--- config.mk ---
export PLATFORM = sky130hd
export DESIGN_NAME = sram_block_initiator
export DESIGN_NICKNAME = d
export VERILOG_FILES = /design/src/rtl/sram_block_initiator.sv
export SDC_FILE = /design/constraint.sdc
export NUM_CORES = 1
export LEC_CHECK = 0
export BUFFER_PORTS_ARGS = -buffer_cell sky130_fd_sc_hd__buf_2
export CORE_UTILIZATION = 56
export CTS_CLUSTER_SIZE = 40
export DETAILED_ROUTE_END_ITERATION = 8
export GPL_TIMING_DRIVEN = 0
export PLACE_DENSITY = 0.8
export SETUP_SLACK_MARGIN = 0.4
export SYNTH_ARGS = -nofsm -noshare
export SYNTH_HDL_FRONTEND = slang
export SYNTH_SLANG_ARGS = --single-unit
--- constraint.sdc ---
create_clock -name clk_i -period 3.95 [get_ports clk_i]
set_clock_uncertainty 0.05 [all_clocks]
set_input_delay 0.9875 -clock clk_i [delete_from_list [all_inputs] [get_ports clk_i]]
set_output_delay 0.9875 -clock clk_i [all_outputs]
set_load 0.01 [all_outputs]
--- src/rtl/sram_block_initiator.sv ---
// Walks a contiguous SRAM region, either writing a seed/increment pattern (FILL)
// or reading it back and counting mismatches against that pattern (CHECK).
module sram_block_initiator #(
  parameter int unsigned NumWords  = 32'd1024,
  parameter int unsigned AddrWidth = (NumWords > 1) ? $clog2(NumWords) : 1
) (
  input  logic                 clk_i,
  input  logic                 rst_ni,
  input  logic                 start_i,
  input  logic                 abort_i,
  input  logic                 mode_i,
  input  logic [AddrWidth-1:0] base_addr_i,
  input  logic [AddrWidth:0]   len_i,
  input  logic [31:0]          seed_i,
  input  logic                 incr_i,
  output logic                 busy_o,
  output logic                 done_o,
  output logic [15:0]          err_cnt_o,
  output logic [AddrWidth-1:0] first_err_addr_o,
  output logic                 sram_req_o,
  output logic                 sram_we_o,
  output logic [AddrWidth-1:0] sram_addr_o,
  output logic [31:0]          sram_wdata_o,
  output logic [3:0]           sram_be_o,
  input  logic [31:0]          sram_rdata_i
);

  typedef enum logic [1:0] {IDLE, RUN, DRAIN, DONE} state_e;

  localparam logic [AddrWidth:0]   LenOne  = 1;
  localparam logic [AddrWidth-1:0] AddrOne = 1;

  state_e               state_q;
  logic                 mode_q, incr_q;
  logic [AddrWidth:0]   len_q, idx_q;
  logic [31:0]          pat_q, pat_d;
  logic                 req_q, we_q;
  logic [AddrWidth-1:0] addr_q;
  logic [31:0]          wdata_q;
  logic [3:0]           be_q;
  logic                 cmp_vld_q;
  logic [31:0]          exp_q;
  logic [AddrWidth-1:0] exp_addr_q;
  logic [15:0]          err_cnt_q;
  logic [AddrWidth-1:0] first_err_q;

  assign pat_d = incr_q ? pat_q + 32'd1 : pat_q;

  always_ff @(posedge clk_i) begin
    if (!rst_ni) begin
      state_q     <= IDLE;
      mode_q      <= 1'b0;
      incr_q      <= 1'b0;
      len_q       <= '0;
      idx_q       <= '0;
      pat_q       <= '0;
      req_q       <= 1'b0;
      we_q        <= 1'b0;
      addr_q      <= '0;
      wdata_q     <= '0;
      be_q        <= '0;
      cmp_vld_q   <= 1'b0;
      exp_q       <= '0;
      exp_addr_q  <= '0;
      err_cnt_q   <= '0;
      first_err_q <= '0;
    end else begin
      cmp_vld_q <= 1'b0;
      // Read data for the previous cycle's request lands now; an abort discards it.
      if (cmp_vld_q && !abort_i && (sram_rdata_i != exp_q)) begin
        if (err_cnt_q != 16'hFFFF) err_cnt_q <= err_cnt_q + 16'd1;
        if (err_cnt_q == 16'd0)    first_err_q <= exp_addr_q;
      end
      case (state_q)
        IDLE: begin
          if (start_i) begin
            mode_q      <= mode_i;
            incr_q      <= incr_i;
            len_q       <= len_i;
            idx_q       <= '0;
            pat_q       <= seed_i;
            err_cnt_q   <= '0;
            first_err_q <= '0;
            if (len_i == '0) begin
              state_q <= DONE;
            end else begin
              state_q <= RUN;
              req_q   <= 1'b1;
              we_q    <= ~mode_i;
              be_q    <= mode_i ? 4'h0 : 4'hF;
              addr_q  <= base_addr_i;
              wdata_q <= mode_i ? 32'd0 : seed_i;
            end
          end
        end
        RUN: begin
          if (abort_i) begin
            state_q <= IDLE;
            req_q   <= 1'b0;
            we_q    <= 1'b0;
            be_q    <= '0;
            addr_q  <= '0;
            wdata_q <= '0;
          end else begin
            if (mode_q) begin
              cmp_vld_q  <= 1'b1;
              exp_q      <= pat_q;
              exp_addr_q <= addr_q;
            end
            if (idx_q == len_q - LenOne) begin
              state_q <= mode_q ? DRAIN : DONE;
              req_q   <= 1'b0;
              we_q    <= 1'b0;
              be_q    <= '0;
              addr_q  <= '0;
              wdata_q <= '0;
            end else begin
              idx_q   <= idx_q + LenOne;
              addr_q  <= addr_q + AddrOne;
              pat_q   <= pat_d;
              wdata_q <= mode_q ? 32'd0 : pat_d;
            end
          end
        end
        DRAIN:   state_q <= abort_i ? IDLE : DONE;
        DONE:    state_q <= IDLE;
        default: state_q <= IDLE;
      endcase
    end
  end

  assign busy_o           = (state_q != IDLE);
  assign done_o           = (state_q == DONE);
  assign err_cnt_o        = err_cnt_q;
  assign first_err_addr_o = first_err_q;
  assign sram_req_o       = req_q;
  assign sram_we_o        = we_q;
  assign sram_addr_o      = addr_q;
  assign sram_wdata_o     = wdata_q;
  assign sram_be_o        = be_q;

endmodule

==> run summary, run 1 <==
setup tns final = 0 ns
detailed-route via count = 9871
first-pass GRT wire length = 46900 um
CTS tree = yes
Syn Area/Cell = 7.64 um^2
vias in the first global route = 9118
unrepaired setup endpoints after global routing = no
Critical Path End Type = register
Worst path slowest cell = or4_1
drt drc = 1
final setup vio count = 0
DRT iter0 DRCs = 1256
actual slew at the worst max-slew pin = 0.836 ns
failing checks = design-rule violations
Pre-Repair DR Iteration Count = 8
site row count = 46
CP cell instances = clkbuf_1 -> nand4_1 -> or4_1 -> clkbuf_1 -> nor2_1 -> nand4_1 -> xor2_1 -> or4_1 -> a31oi_1
clk buf depth = 2
worst relative slew slack = 43.9%
CTS Hold Bufs = 0
post-synthesis register bit count = 171
leak pwr = 4.08 nW
Clock Pin Slew Worst Setup and Hold Paths = 0.07 ns
Async SR Flop Fraction = 0%
die height = 129 um
DRT Wirelength = 30700 um
CTS root buf = clkbuf_16
Max VDD drop = 0.000369 V
Core Area = 0.0158 mm^2
outcome = complete, but fails checks
Post-synth EDFFs = 0
H-tree lvl count = 4
CP max FO = 10
antenna violations before repair = 0
Max Slew Vio Count = 0
Clock Latency Late Sink = 0.44 ns
hpwl dp = 21800 um
Synth Flop Type = dfxtp_1
syn nets = 1277
critical path startpoint category = register
Hold WS = 0.406 ns
Final nets = 1462
routed length per instance = 19.2 um
Crit path largest cell delay = 0.54 ns
input/output buffers = 166
GRT Util Overall = 36.9%
antenna cells = 0
CTS sink cnt = 171
Syn Inst Count = 1180
Synth cell types = 62
I/O Pins = 167
Cell Pwr Density = 421 mW/mm^2
layout cells sized above 1 = 16.3%
pin count of the biggest net entering global routing = 17
synth-to-layout area growth = 19.2%
Fmax = 294 MHz
die area = 0.0166 mm^2
total global routing overflow = 0
CP arrival = 3.70 ns
GPL Wtd Cong = 1.00
Via density = 6.19
Final min period = 3.41 ns
Post-Synthesis Cell Area = 0.00902 mm^2
Starting Density = 57.0%
final total power = 4.53 mW
number of max-cap violations = 0
worst path required time = 4.25 ns
Setup Fix Bufs, Post-CTS = 0
WS Path Type = register to register
worst min-delay path category = register to register
DIE WIDTH = 129 um
Resize count post-CTS = 0
Seq/Total Area, Yosys = 38.0%
part of the cycle the worst path needs = 86.2%
Num CTS Buffers = 17
Fin. Hold Viols = 0
warnings from Yosys = 0
post-route ant nets = 0
==> layer usage <==
layer / GRT usage [%] / share of wire, % / wire, um
met2: 59.7 / 45 / 13900
met4: 21.9 / 5.4 / 1670
met1: 45.6 / 39 / 12000
met3: 7.32 / 10 / 3090
met5: 0 / 0 / 0
==> worst paths after layout <==
| check | cells after the start | from | end | slack, ns |
|---|---|---|---|---|
| max | 9 | incr_q | sram_wdata_o[21] | 0.54 |
| min | 2 | exp_addr_q[0] | exp_addr_q[0] | 0.41 |
| max reg2reg | 9 | incr_q | sram_wdata_o[21] | 0.54 |
| min reg2reg | 2 | exp_addr_q[0] | exp_addr_q[0] | 0.41 |
==> per-stage QoR <==
| step | area (um^2) | instances | utilization [%] | worst slack (ns) |
|---|---|---|---|---|
| finish | 10800 | 1594 | 67.9 | 0.545 |
| global placement | 10100 | 1562 | 63.9 | 0.473 |
| CTS | 10700 | 1594 | 67.9 | 0.477 |
| detailed placement | 10100 | 1562 | 63.9 | 0.507 |
| floorplan | 9020 | 1180 | - | 1.20 |
| global route | 10800 | 1594 | 67.9 | 0.408 |
==> sequential cells by signal, summed over array words and instances, names as in the netlist <==
name              count
sram_addr_o          10
sram_wdata_o         32
pat_q                32
incr_q                1
len_q                11
idx_q                11
sram_be_o             1
state_q               2
sram_req_o            1
exp_addr_q           10
err_cnt_o            16
first_err_addr_o     10
cmp_vld_q             1
mode_q                1
exp_q                32
==> cell type report <==
cell class / instances / area, um^2
Clock inverter: 13 / 191
Fill cell: 1397 / 5070
Inverter: 17 / 63.8
Timing Repair Buffer: 166 / 831
Tap cell: 216 / 270
Multi-Input combinational cell: 886 / 5110
Sequential cell: 171 / 3420
Buffer: 106 / 433
Clock buffer: 19 / 433
==> synthesized netlist by cell type, types with 5 or more instances <==
library cell  count  area, um^2
and4_1            7        61.3
ha_1              6        75.1
o21ai_1          23         115
buf_2            13        65.1
nand4_1          16         100
dfxtp_1         171        3420
mux2i_1          12         120
o21ai_0          32         160
nand3_1          52         260
nand2_1         197         739
o41ai_1           6        52.6
o31ai_1          22         165
or3_1             8        50.1
o221a_1           5        56.3
nor2_1           64         240
nor4_1           20         125
or4_1            36         270
and2_1           10        62.6
and3_1           12        75.1
clkbuf_1         86         323
nor3_1           33         165
o211ai_1          6        45.0
xnor2_1          33         289
a21oi_1         154         771
o32ai_1           9        78.8
a31oi_1          14        87.6
xor2_1           53         464
inv_1            17        63.8
==> report_power, final <==
part	leakage (nW)	internal, mW	switching (mW)
clock	0.294	1.06	0.732
sequential	1.39	1.81	0.0991
combinational	2.40	0.280	0.542
==> cells by family after synthesis <==
group	share of synthesized area, %
and+or+nand+nor	25.7
AOI/OAI and AO/OA	20.3
DFF	38.0
buffers and inverters	5.48
xor gates and xnor gates	8.35
muxes	1.46
adders and majority gates	0.832
==> layout by cell type (no fill, tap or decap), drive strengths merged, types with 7 or more instances in the layout <==
cell    instances
or4            37
o21ai          56
dfxtp         171
o32ai          10
and2           11
xor2           53
nor4           21
and3           12
nand4          16
nor2           64
and4            7
inv            19
nor3           33
clkbuf        106
a21oi         154
mux2i          12
o31ai          22
or3             8
xnor2          33
buf           185
a31oi          14
nand3          52
nand2         197
==> worst max-delay path, delay by kind of cell, from the launching register on <==
kind	cells	cell delay [ns]
simple gates	5	2.03
buf+inv	2	0.53
flops	1	0.31
xor+xnor	1	0.23
compound gates	1	0.16
Power figures use the tool's default switching activity.
==> run 2: changes to the inputs <==
--- a/config.mk
+++ b/config.mk
@@ -5,12 +5,13 @@
 export SDC_FILE = /design/constraint.sdc
 export NUM_CORES = 1
 export LEC_CHECK = 0
+export ABC_AREA = 1
 export BUFFER_PORTS_ARGS = -buffer_cell sky130_fd_sc_hd__buf_2
-export CORE_UTILIZATION = 56
+export CORE_UTILIZATION = 57
 export CTS_CLUSTER_SIZE = 40
 export DETAILED_ROUTE_END_ITERATION = 8
 export GPL_TIMING_DRIVEN = 0
-export PLACE_DENSITY = 0.8
+export PLACE_DENSITY = 0.81
 export SETUP_SLACK_MARGIN = 0.4
 export SYNTH_ARGS = -nofsm -noshare
 export SYNTH_HDL_FRONTEND = slang
==> run summary, run 2 <==
outcome = finished, final reports clean
Crit path largest cell delay = 0.45 ns
Max Slew Vio Count = 0
Post-Synthesis Cell Area = 0.00949 mm^2
CTS tree = yes
number of max-cap violations = 0
Post-synth EDFFs = 0
Fin. Hold Viols = 0
CTS sink cnt = 171
post-route ant nets = 0
hpwl dp = 23300 um
Final min period = 2.85 ns
FF+latch area = 0.00342 mm^2
synth-to-layout area growth = 17.9%
actual slew at the worst max-slew pin = 0.826 ns
Setup Fix Bufs, Post-CTS = 0
CP max FO = 10
proportion of netlist area held by the largest area contributor = 36.1%
CP arrival = 3.12 ns
worst min-delay path category = register to register
total global routing overflow = 0
Clock Latency Late Sink = 0.44 ns
min-delay src = sram_req_o
Cell Pwr Density = 427 mW/mm^2
Worst Hold End = sram_req_o
GPL Wtd Cong = 0.999
Comb pwr share = 22.0%
sequential share of power = 41.8%
detailed-route via count = 10500
input/output buffers = 166
critical path startpoint category = input port
worst r2r dst = sram_wdata_o[29]
Reg-to-Reg Start = state_q[1]
WS Path Type = input port to register
Clock Pin Slew Worst Setup and Hold Paths = 0.07 ns
syn nets = 1523
Core Area = 0.0161 mm^2
DRT iter0 DRCs = 984
most frequent cell after synthesis = nand2_1
Fmax = 351 MHz
GRT Util Overall = 36.7%
Pre-Repair DR Iteration Count = 5
CTS Hold Bufs = 0
Num CTS Buffers = 17
critical path buffer and inverter count = 3
commonest non-fill, non-tap cell in the layout = nand2_1
vias in the first global route = 9386
part of the cycle the worst path needs = 72.1%
final setup vio count = 0
Max VDD drop = 0.000375 V
Resize count post-CTS = 0
die area = 0.0172 mm^2
Seq/Total Area, Yosys = 36.1%
commonest non-fill, non-tap cells in the layout = nand2_1, nor2_1, buf_2, dfxtp_1, inv_1
Final nets = 1708
Starting Density = 59.1%
worst path required time = 4.22 ns
first-pass GRT wire length = 47600 um
Clk pwr share = 36.2%
ranking of synthesized cells by area = dfxtp_1, nand2_1, nor2_1, o21ai_0, a21oi_1
Syn Area/Cell = 6.66 um^2
Synth area leader = dfxtp_1
Cell Int Power = 3.23 mW
DIE WIDTH = 131 um
antenna violations before repair = 1
post-synthesis register bit count = 171
final total power = 4.78 mW
drt drc = 0
DRT Wirelength = 31500 um
worst relative slew slack = 45.0%
I/O Pins = 167
fillers = 1442
Post-synth top cells = nand2_1, nor2_1, dfxtp_1, inv_1, o21ai_0
Sw Ratio = 32.5%
Syn Inst Count = 1426
Async SR Flop Fraction = 0%
H-tree lvl count = 4
crit path launch = len_i[3]
Via density = 5.69
P_sw = 1.56 mW
routed length per instance = 17.1 um
unrepaired setup endpoints after global routing = no
Worst path slowest cell = nand3_1
clk buf depth = 2
CTS root buf = clkbuf_16
pin count of the biggest net entering global routing = 17
worst reg2reg path depth = 9
Critical Path End Type = register
setup tns final = 0 ns
worst hold stages = 2
die height = 131 um
CP cell instances = buf_2 -> nor4_1 -> nand4_1 -> nand3_1 -> inv_1 -> clkbuf_1 -> o21ai_0 -> a21oi_1
warnings from Yosys = 0
reg-to-reg setup timing slack = 1.27 ns
layout cells sized above 1 = 15.6%
site row count = 46
cell family with most CP delay = simple AND/OR/NAND/NOR gates
Synth cell types = 35
footprint of the multi-input gates = 0.00520 mm^2
leak pwr = 5.03 nW
Synth Flop Type = dfxtp_1
## run 2: routing by layer
metal | GRT usage, % | share of wire (%) | vias up | routed length, um
li1 | - | - | 5035 | -
met4 | 17.6 | 3.8 | 0 | 1190
met5 | 0 | 0 | - | 0
met1 | 45.4 | 41 | 4819 | 12800
met3 | 5.58 | 8.3 | 98 | 2600
met2 | 62.7 | 47 | 532 | 14900
## run 2: power groups by stage
stage / combinational, mW / sequential [mW] / clock [mW]
after CTS: 1.03 / 1.99 / 1.73
after detailed placement: 1.02 / 2.03 / 0
after global placement: 1.00 / 2.03 / 0
after global routing: 1.15 / 2.01 / 1.81
final: 1.05 / 2.00 / 1.73
after floorplan: 0.652 / 2.02 / 0
## run 2: cell type report
cell class	instances	area share (%)
buffer	76	3.24
inverter	134	4.49
multi-input combinational	1045	46.5
clock buffer	23	4.36
sequential	171	30.6
antenna	1	0.0224
tap	216	2.41
clock inverter	9	0.984
timing repair buffer	166	7.42
## run 2: worst min-delay path, stage by stage (launching register included)
cell and delay (ns):
dfxtp_1 0.32, nand2_1 0.06, a21oi_1 0.06
## run 2: metrics by stage
step	util (%)	area (um^2)	setup WS [ns]	hold slack [ns]	cells
final	69.7	11200	1.10	0.438	1841
after global routing	69.7	11200	0.982	0.449	1841
after detailed placement	66.0	10600	0.768	0.425	1808
after CTS	69.7	11200	1.21	0.435	1840
after floorplan	-	9490	1.66	0.394	1426
after global placement	66.0	10600	0.723	0.397	1808
## run 2: logic make-up (layout without fill, tap and decap cells)
logic type,after synthesis,count (layout),synth area share (%)
and+or+nand+nor,688,688,31.6
DFF,171,171,36.1
muxes,11,11,1.16
buffers and inverters,210,408,9.12
AOI/OAI and AO/OA,269,269,14.7
other,0,1,0
xor gates and xnor gates,71,71,6.55
adders and majority gates,6,6,0.791
## run 2: how the worst max path moves through the flow
stage / end / slack (ns) / cells after the start
2_1_floorplan: first_err_addr_o[0] / 1.66 / 13
3_3_place_gp: sram_wdata_o[28] / 0.72 / 8
3_5_place_dp: sram_wdata_o[29] / 0.77 / 8
4_1_cts: sram_wdata_o[29] / 1.21 / 8
5_1_grt: sram_wdata_o[4] / 0.98 / 8
6_report: sram_wdata_o[29] / 1.10 / 8
